==> src/rtl/fetch_unit_if.sv <==
// Fetch-stage bus bundle: instruction memory request/ack/response handshake
// plus the valid/ready link into the IF/ID pipeline register.
// The fetch unit uses the master side; memory and decode sit on the slave side.
interface fetch_unit_if;
  logic        imem_req;
  logic [31:0] imem_addr;
  logic        imem_ack;
  logic        imem_rvalid;
  logic [31:0] imem_rdata;
  logic        id_ready;
  logic        if_valid;
  logic [31:0] if_pc;
  logic [31:0] if_instr;

  modport master (
    output imem_req,
    output imem_addr,
    input  imem_ack,
    input  imem_rvalid,
    input  imem_rdata,
    input  id_ready,
    output if_valid,
    output if_pc,
    output if_instr
  );

  modport slave (
    input  imem_req,
    input  imem_addr,
    output imem_ack,
    output imem_rvalid,
    output imem_rdata,
    output id_ready,
    input  if_valid,
    input  if_pc,
    input  if_instr
  );
endinterface

==> src/rtl/fetch_unit.sv <==
// Instruction fetch stage feeding the IF/ID register of the pipelined RISC-V core.
// Owns the PC, keeps at most one instruction-memory request in flight, buffers
// returned words with their PCs in a small FIFO, and restarts at branch targets
// coming back from EX/MEM. A request already issued to memory when a redirect
// arrives cannot be withdrawn, so its response is remembered as stale and dropped.
module fetch_unit #(
  parameter logic [31:0] RESET_PC = 32'h0000_0000,
  parameter int          DEPTH    = 2
) (
  input  logic        clk,
  input  logic        reset,
  input  logic        redirect,
  input  logic [31:0] redirect_pc,
  fetch_unit_if.master bus,
  output logic [31:0] fetch_pc
);

  localparam int PTR_W = (DEPTH > 1) ? $clog2(DEPTH) : 1;
  localparam int CNT_W = $clog2(DEPTH + 1);

  typedef enum logic [1:0] {
    IDLE = 2'd0,
    REQ  = 2'd1,
    WAIT = 2'd2
  } state_t;

  state_t             state_q, state_d;
  logic [31:0]        fetch_pc_q, fetch_pc_d;
  logic [31:0]        req_addr_q, req_addr_d;
  logic               discard_q, discard_d;
  logic [CNT_W-1:0]   count_q, count_d;
  logic [PTR_W-1:0]   rd_ptr_q, rd_ptr_d;
  logic [PTR_W-1:0]   wr_ptr_q, wr_ptr_d;
  logic [31:0]        pc_mem_q [DEPTH];
  logic [31:0]        pc_mem_d [DEPTH];
  logic [31:0]        instr_mem_q [DEPTH];
  logic [31:0]        instr_mem_d [DEPTH];
  logic [31:0]        head_pc_q, head_pc_d;
  logic [31:0]        head_instr_q, head_instr_d;

  logic [31:0]        redirect_target;
  logic               push;
  logic               pop;
  logic [CNT_W-1:0]   remaining;

  assign redirect_target = {redirect_pc[31:2], 2'b00};

  // Request sequencing: issue one fetch, wait for its response, and track
  // whether the outstanding response has been made stale by a redirect.
  always_comb begin
    state_d    = state_q;
    fetch_pc_d = fetch_pc_q;
    req_addr_d = req_addr_q;
    discard_d  = discard_q;
    push       = 1'b0;
    case (state_q)
      IDLE: begin
        if (count_q < CNT_W'(DEPTH)) begin
          state_d    = REQ;
          req_addr_d = redirect ? redirect_target : fetch_pc_q;
        end
      end
      REQ: begin
        if (bus.imem_ack) begin
          state_d = WAIT;
          if (!discard_q) begin
            fetch_pc_d = fetch_pc_q + 32'd4;
          end
        end
        if (redirect) begin
          discard_d = 1'b1;
        end
      end
      WAIT: begin
        if (bus.imem_rvalid) begin
          state_d   = IDLE;
          discard_d = 1'b0;
          push      = !discard_q && !redirect;
        end else if (redirect) begin
          discard_d = 1'b1;
        end
      end
      default: begin
        state_d = IDLE;
      end
    endcase
    if (redirect) begin
      fetch_pc_d = redirect_target;
    end
  end

  // Instruction buffer bookkeeping: push responses, pop into decode, flush on
  // redirect, and precompute the head entry so the outputs come straight from flops.
  always_comb begin
    pc_mem_d     = pc_mem_q;
    instr_mem_d  = instr_mem_q;
    rd_ptr_d     = rd_ptr_q;
    wr_ptr_d     = wr_ptr_q;
    count_d      = count_q;
    head_pc_d    = head_pc_q;
    head_instr_d = head_instr_q;
    pop          = (count_q != '0) && bus.id_ready && !redirect;
    remaining    = count_q - CNT_W'(pop);

    if (push) begin
      pc_mem_d[wr_ptr_q]    = req_addr_q;
      instr_mem_d[wr_ptr_q] = bus.imem_rdata;
      wr_ptr_d              = wr_ptr_q + PTR_W'(1);
    end
    if (pop) begin
      rd_ptr_d = rd_ptr_q + PTR_W'(1);
    end
    count_d = remaining + CNT_W'(push);

    if (redirect) begin
      count_d  = '0;
      rd_ptr_d = '0;
      wr_ptr_d = '0;
    end

    if (count_d != '0) begin
      if (push && (remaining == '0)) begin
        head_pc_d    = req_addr_q;
        head_instr_d = bus.imem_rdata;
      end else begin
        head_pc_d    = pc_mem_q[rd_ptr_d];
        head_instr_d = instr_mem_q[rd_ptr_d];
      end
    end
  end

  // Control state and PC registers.
  always_ff @(posedge clk or posedge reset) begin
    if (reset) begin
      state_q    <= IDLE;
      fetch_pc_q <= RESET_PC;
      req_addr_q <= RESET_PC;
      discard_q  <= 1'b0;
    end else begin
      state_q    <= state_d;
      fetch_pc_q <= fetch_pc_d;
      req_addr_q <= req_addr_d;
      discard_q  <= discard_d;
    end
  end

  // Buffer storage, pointers, occupancy and the registered head entry.
  always_ff @(posedge clk or posedge reset) begin
    if (reset) begin
      count_q      <= '0;
      rd_ptr_q     <= '0;
      wr_ptr_q     <= '0;
      head_pc_q    <= 32'h0;
      head_instr_q <= 32'h0;
      for (int i = 0; i < DEPTH; i++) begin
        pc_mem_q[i]    <= 32'h0;
        instr_mem_q[i] <= 32'h0;
      end
    end else begin
      count_q      <= count_d;
      rd_ptr_q     <= rd_ptr_d;
      wr_ptr_q     <= wr_ptr_d;
      head_pc_q    <= head_pc_d;
      head_instr_q <= head_instr_d;
      for (int i = 0; i < DEPTH; i++) begin
        pc_mem_q[i]    <= pc_mem_d[i];
        instr_mem_q[i] <= instr_mem_d[i];
      end
    end
  end

  assign bus.imem_req  = (state_q == REQ);
  assign bus.imem_addr = (state_q == REQ) ? req_addr_q : fetch_pc_q;
  assign bus.if_valid  = (count_q != '0);
  assign bus.if_pc     = head_pc_q;
  assign bus.if_instr  = head_instr_q;
  assign fetch_pc      = fetch_pc_q;

endmodule
==> src/flat_wrapper.sv <==
// flat-port wrapper written by rule: the top's interface ports become plain ports
module fetch_unit_flat 
#(
  parameter logic [31:0] RESET_PC = 32'h0000_0000,
  parameter int          DEPTH    = 2
)
  (clk, reset, redirect, redirect_pc, fetch_pc, bus_imem_req, bus_imem_addr, bus_imem_ack, bus_imem_rvalid, bus_imem_rdata, bus_id_ready, bus_if_valid, bus_if_pc, bus_if_instr);
  fetch_unit_if bus_i ();
  input  logic clk;
  input  logic reset;
  input  logic redirect;
  input  logic [31:0] redirect_pc;
  output logic [31:0] fetch_pc;
  output wire logic [$bits(bus_i.imem_req)-1:0] bus_imem_req;
  output wire logic [$bits(bus_i.imem_addr)-1:0] bus_imem_addr;
  input wire logic [$bits(bus_i.imem_ack)-1:0] bus_imem_ack;
  input wire logic [$bits(bus_i.imem_rvalid)-1:0] bus_imem_rvalid;
  input wire logic [$bits(bus_i.imem_rdata)-1:0] bus_imem_rdata;
  input wire logic [$bits(bus_i.id_ready)-1:0] bus_id_ready;
  output wire logic [$bits(bus_i.if_valid)-1:0] bus_if_valid;
  output wire logic [$bits(bus_i.if_pc)-1:0] bus_if_pc;
  output wire logic [$bits(bus_i.if_instr)-1:0] bus_if_instr;
  assign bus_imem_req = bus_i.imem_req;
  assign bus_imem_addr = bus_i.imem_addr;
  assign bus_i.imem_ack = bus_imem_ack;
  assign bus_i.imem_rvalid = bus_imem_rvalid;
  assign bus_i.imem_rdata = bus_imem_rdata;
  assign bus_i.id_ready = bus_id_ready;
  assign bus_if_valid = bus_i.if_valid;
  assign bus_if_pc = bus_i.if_pc;
  assign bus_if_instr = bus_i.if_instr;
  fetch_unit #(.RESET_PC(RESET_PC), .DEPTH(DEPTH)) u_core (.clk(clk), .reset(reset), .redirect(redirect), .redirect_pc(redirect_pc), .bus(bus_i), .fetch_pc(fetch_pc));
endmodule
==> config.mk <==
export PLATFORM = sky130hd
export DESIGN_NAME = fetch_unit_flat
export DESIGN_NICKNAME = d
export VERILOG_FILES = /design/src/rtl/fetch_unit_if.sv /design/src/rtl/fetch_unit.sv /design/src/flat_wrapper.sv
export SDC_FILE = /design/constraint.sdc
export NUM_CORES = 1
export LEC_CHECK = 0
export BUFFER_PORTS_ARGS = -buffer_cell sky130_fd_sc_hd__buf_2
export CORE_ASPECT_RATIO = 1.1
export CORE_MARGIN = 4
export CORE_UTILIZATION = 60
export CTS_CLUSTER_DIAMETER = 100
export CTS_CLUSTER_SIZE = 8
export DETAILED_ROUTE_END_ITERATION = 6
export GPL_TIMING_DRIVEN = 0
export PLACE_DENSITY = 0.8
export SLEW_MARGIN = 20
export SYNTH_ARGS = -nofsm -noshare
export SYNTH_HDL_FRONTEND = slang
export SYNTH_SLANG_ARGS = --single-unit
==> constraint.sdc <==
create_clock -name clk -period 16.4 [get_ports clk]
set_input_delay 0.82 -clock clk [delete_from_list [all_inputs] [get_ports clk]]
set_output_delay 0.82 -clock clk [all_outputs]
set_load 0.1 [all_outputs]
# Word-level counts from Yosys, hierarchy flattened

Cells that the tools add are included.

Add/subtract/negate cells: 5
Muxes and demuxes: 32
Bitwise operators: 2
Equality and inequality tests: 6
Magnitude comparators: 4
Reductions and logical operators: 18

Operators by type and width:

| cell                  | count |
|---|---|
| $mux 32               | 15 |
| $bwmux 64             | 2 |
| $add 32x3->32 const B | 1 |
| $demux 32 s1          | 1 |
| $reduce_bool 2->1     | 6 |
| $mux 1                | 8 |
| $mux 2                | 4 |
| $pmux 2 s3            | 1 |
| $reduce_and 3->1      | 2 |
| $logic_and 1x1->1     | 5 |
| $ge 2x2->1 const B    | 2 |
| $logic_not 2->1       | 2 |
| $ne 2x1->1 const B    | 2 |
| $ne 2x2->1 const B    | 2 |
| $not 1->2             | 2 |
| $add 1x1->1 const B   | 2 |
| $add 2x1->2           | 1 |
| $eq 2x1->1 const B    | 1 |
| $eq 2x2->1 const B    | 1 |
| $logic_not 1->1       | 2 |
| $lt 2x1->1 const B    | 1 |
| $lt 2x2->1 const B    | 1 |
| $pmux 1 s2            | 1 |
| $reduce_and 2->1      | 1 |
| $sub 2x1->2           | 1 |

Input port bits: 70
Logic and storage cells: 80
Flip-flop bits (word level): 263

# Longest topological paths before layout

Word-level depth: 10
Gate-level depth with buffers: 12
Mapped depth without buffers: 9

# Worst setup path before layout

Ideal clock, no wire load.

Path type: reg-to-output
Start: register u_core.state_q[1]
End: output bus_imem_addr[10]
Required time: 15.580 ns
Cell stages (with the launch flop): 6
Arrival time: 3.634 ns
Path buffers: 2
Setup slack: 11.946 ns
Path through: dfrtp_1 -> inv_1 -> ha_1 -> clkbuf_1 -> clkbuf_1 -> o21ai_0

Cells in the longest elaborated chain, start to end: 2

RTL lines:

| element                | line               | text |
|---|---|---|
| from (decl)            | fetch_unit.sv:27   | `state_t state_q, state_d;` |
| from (signal assigned) | fetch_unit.sv:140  | `state_q <= state_d;` |
| $eq 2x1->1             | -                  |  |
| named net bus_imem_req | flat_wrapper.sv:14 | `output wire logic [$bits(bus_i.imem_req)-1:0] bus_imem_req;` |
| $mux 32                | fetch_unit.sv:173  | `assign bus.imem_addr = (state_q == REQ) ? req_addr_q : fetch_pc_q;` |
| to (decl)              | flat_wrapper.sv:15 | `output wire logic [$bits(bus_i.imem_addr)-1:0] bus_imem_addr;` |

The timed path passes the listed nets, and every way through them passes these cells.

# Worst setup path after layout

Start: register u_core.state_q[1]
End: output bus_imem_addr[18]

Cells in the longest elaborated chain, start to end: 2

RTL lines:

| element    | line |
|---|---|
| $eq 2x1->1 | fetch_unit.sv:173 |
| $mux 32    | fetch_unit.sv:173 |

Every way passes these cells.

==> impl.org <==
** Run status
- Outcome :: finished, final reports clean

** Global routing
- Largest net degree at the start of global routing :: approximately 110
- Wire length of the first global-routing pass :: a little under 60,000 um
- The number of global-route vias before repair was roughly 11k.
- Global-route congestion overflow total :: 0
- Total track usage :: 29.90%
- Initial antenna violation count :: 0

** Synthesis
- The average instance in the mapped netlist occupies about 11 sq um.
- Number of synthesized flops with an enable pin :: 0
- Post-Syn Instances :: between 1k and 1.5k
- Post-synthesis instance area :: 13,540 sq um
- Top cells by area, synth :: dfrtp_1, mux2_2, mux2i_1
- After synthesis, the share of flip-flops with an asynchronous set or reset is 100.0%.
- Post-synthesis cell type count :: between 50 and 60
- Yosys warning count :: 0
- dfrtp_1 takes more of the synthesized area than any other cell.
- Seq/Total Area, Yosys :: a little under half
- Number of synthesized register bits :: between 200 and 300
- Area share of the largest cell type after synthesis :: a little under half
- Main synth FF type :: dfrtp_1

** CTS
- Number of hold-repair buffers added at the cts stage :: 0
- After clock tree synthesis, the repair step resized 0 gates.
- In this run the deepest clock path goes through 3 buffers.
- CTS placed an instance of clkbuf_16 at the clock tree root.
- The H-tree was split into 2 levels.
- TritonCTS clock tree :: done
- Buffers added to address setup during post-CTS repair amount to 0.
- Worst skew pair latency :: ~0.5 ns
- Clock-pin slew was measured on the worst setup and hold paths at 0.05 ns.
- The number of clock buffers added by TritonCTS is 38.
- Clock tree synthesis found a total of 257 sinks.

** Power
- Dividing total power by cell area gives a power density of approximately 170 nW/um^2.
- Total power for the finished layout comes to 2746 uW.
- The analysis attributes to cell leakage a power of a little over 0.007 uW.
- VDD IR-drop max :: 166.7 uV

** STA
- Setup repair after global routing missed its margin :: no
- Remaining max-slew budget at the tightest pin :: between 40% and 50%
- Setup violations remaining at the end of the flow were counted as 0.
- For this run, the top clock speed supported by timing is 0.2592 GHz.
- Counting I/O delays and the setup requirement, the final critical path takes approximately 3.9 ns.
- Pins over their slew limit :: 0
- At the pin with the least slew margin, the transition time is 0.8009 ns.
- Number of hold violations in the final report :: 0
- Final Cycle Share :: about a quarter
- After routing, the total negative slack on setup checks comes to 0 ns.
- Clk_skew :: about 0.014 ns

** Critical path
- Highest net fanout along the worst path :: 10
- In this run the critical register-to-register path is captured at u_core.bus.if_pc[8].
- On the critical path, the stage with the largest delay is an instance of buf_1.
- By startpoint and endpoint, the worst setup path is classified as reg2out.
- Worst-path cell chain :: inv_1 > ha_1 > clkbuf_1 > buf_1 > mux2_2 > buf_2
- STA classifies the critical path endpoint as a primary output.
- At the worst endpoint, the required time is 15.58 ns.
- Broken down by cell family, the worst path's largest delay share belongs to buffers and inverters.
- Arrival time at the worst endpoint :: about 3.0 ns
- The critical path contains buffers and inverters numbering 4 combined.
- Setup slack, reg-to-reg :: 12.89 ns
- RR Startpoint :: u_core.count_q[1]
- Delay contributed by the slowest stage of the critical path :: 0.61 ns
- The worst register-to-register path has a depth of 12.
- STA classifies the critical path startpoint as a flip-flop.
- Crit. Startpoint :: u_core.state_q[1]

** Route
- The pre-antenna-repair detailed-routing pass consisted of 5 iterations.
- For this block, the routed nets add up to 37,340 um of wire.
- The first routing iteration left approximately 680 violations.
- In the routed design, unresolved DRC markers number 0.
- The routed layout has approximately 11k vias.
- After detailed routing, the average wire length per cell comes to 21.43 um.
- The count of nets left with antenna violations once routing finished came out at 0.
- Number of vias per cell :: approximately 6.3

** Die
- Effective utilization at floorplan :: 61.03%
- The floorplan step defined a die boundary enclosing ~25,000 sq um.
- Top-level I/O count :: 200
- The die is 151.2 um wide.
- Number of cell rows :: between 50 and 60
- Die span in y :: roughly 170 um
- Floorplan Core Area :: between 20,000 and 25,000 sq um

** Cells and area
- Total Nets Final :: 1,521
- Share of cells above drive strength 1 :: 35.94%
- Area Overhead vs Synth :: 18.12%

** Placement
- Port buffer count :: 195
- Detailed placement finished with a half-perimeter wire length of ~25,000 um.
- Final estimated routing congestion in global placement :: 0.9302

** Job
- Maximum Capacitance Violations :: 0

** Worst hold path
- The min-delay analysis places its worst path in the category in2async.
-- cells in the mapped netlist, drive strengths merged, types with 2 or more instances --
library cell and instances:
dfrtp 257, mux2 153, o21ai 110, mux2i 81
a211oi 65, buf 64, nand3b 64, o2bb2ai 63
or3b 63, nand2 62, clkbuf 47, nor2 23
inv 13, a21oi 12, nand3 12, or4 11
nand4 10, a21boi 9, a31oi 9, o31ai 9
ha 7, nor2b 7, nor4 5, xor2 5
and2 4, and3 4, nor3 4, xnor2 4
and4 3, nand2b 3, o21bai 3, o311ai 3
o21a 2, o31a 2
-- report_power, final --
part	switching [uW]	internal, uW	leakage [uW]
registers	131	776	0.00340
clock network	262	436	0.000511
logic	896	244	0.00322
total	1290	1460	0.00713
-- cell type report --
type	instances	area [sq um]
Clock buffer	42	1030
Inverter	13	56.30
Tap cell	295	369.1
Buffer	111	519.2
Multi-Input combinational cell	826	6541
Clock inverter	1	8.758
Antenna cell	1	2.502
Timing Repair Buffer	197	1031
Sequential cell	257	6431
Fill cell	1568	6191
-- state kept, by name, summed over array words and instances, names as in the netlist, 2 cells and up --
register and flops:
u_core.instr_mem_q 64, u_core.pc_mem_q 62, u_core.bus.if_instr 32, u_core.bus.if_pc 31, u_core.req_addr_q 31, u_core.fetch_pc 30, u_core.count_q 2, u_core.state_q 2
-- kinds of logic after synthesis --
logic type / Yosys count / share of synthesized area, %
buffers and inverters: 124 / 4.196
muxes: 234 / 18.74
other: 1 / 0.02770
xor gates and xnor gates: 10 / 0.7486
AOI/OAI and AO/OA: 291 / 14.47
and+or+nand+nor: 282 / 13.66
adders and majority gates: 7 / 0.6470
DFF: 257 / 47.51
-- cells in the final DEF (no fill, tap or decap), types with 3 or more instances in the layout --
cell	n
and2_1	4
o21ai_0	103
clkbuf_1	48
a21oi_1	12
nor2_1	23
buf_4	13
a211oi_1	65
and3_1	4
clkbuf_16	41
nor2b_1	7
mux2_2	153
ha_1	7
a21boi_0	9
nand2b_1	3
o311ai_0	3
o31ai_1	9
buf_1	8
xor2_1	5
nand2_1	62
o21ai_1	7
a31oi_1	9
nor4_1	5
or3b_2	63
or4_1	11
buf_2	238
nand4_1	6
and4_1	3
nand3_1	12
mux2i_1	80
xnor2_1	4
dfrtp_1	257
o2bb2ai_1	63
nand3b_1	64
nor3_1	4
inv_1	12
-- per-layer routing --
| metal | up-vias | global-route usage, % | part of all wire [%] |
|---|---|---|---|
| met4 | 0 | 10.96 | 2.8 |
| met1 | 5476 | 41.13 | 42 |
| li1 | 4946 | - | - |
| met5 | - | 0 | 0 |
| met3 | 87 | 5.049 | 7.6 |
| met2 | 474 | 47.99 | 48 |
-- worst register-to-register path: stages (launching register included) --
cell,delay [ns]
dfrtp_1,0.47
o21a_1,0.24
buf_2,0.21
buf_2,0.26
and2_1,0.20
ha_1,0.29
inv_1,0.05
ha_1,0.18
xnor3_1,0.24
nor2_1,0.07
nor2_1,0.64
buf_2,0.40
o2bb2ai_1,0.16
-- metrics by stage --
| stage | std cells | setup slack, ns | utilization (%) | hold WS [ns] | cell area, sq um |
|---|---|---|---|---|---|
| 4_1_cts | 1742 | 12.56 | 72.08 | 0.3879 | 15990 |
| 3_5_place_dp | 1699 | 12.40 | 67.39 | 0.4682 | 14950 |
| 6_report | 1743 | 12.54 | 72.09 | 0.3617 | 15990 |
| 2_1_floorplan | 1207 | 8.510 | - | 0.4815 | 13540 |
| 5_1_grt | 1742 | 12.40 | 72.08 | 0.4012 | 15990 |
| 3_3_place_gp | 1697 | 5.669 | 67.11 | 0.4663 | 14890 |
-- worst max path at each step --
stage                                   endpoint  slack (ns)  depth (start not counted)
final                          bus_imem_addr[18]       12.54                          6
after CTS                       bus_imem_addr[1]       12.56                          7
after global placement       u_core.fetch_pc[24]        5.67                          2
after detailed placement  u_core.bus.if_instr[6]       12.40                         13
after global routing           bus_imem_addr[19]       12.40                          6
after floorplan           u_core.bus.if_instr[0]        8.51                          1
No activity file was read; power rests on OpenSTA's default activity.
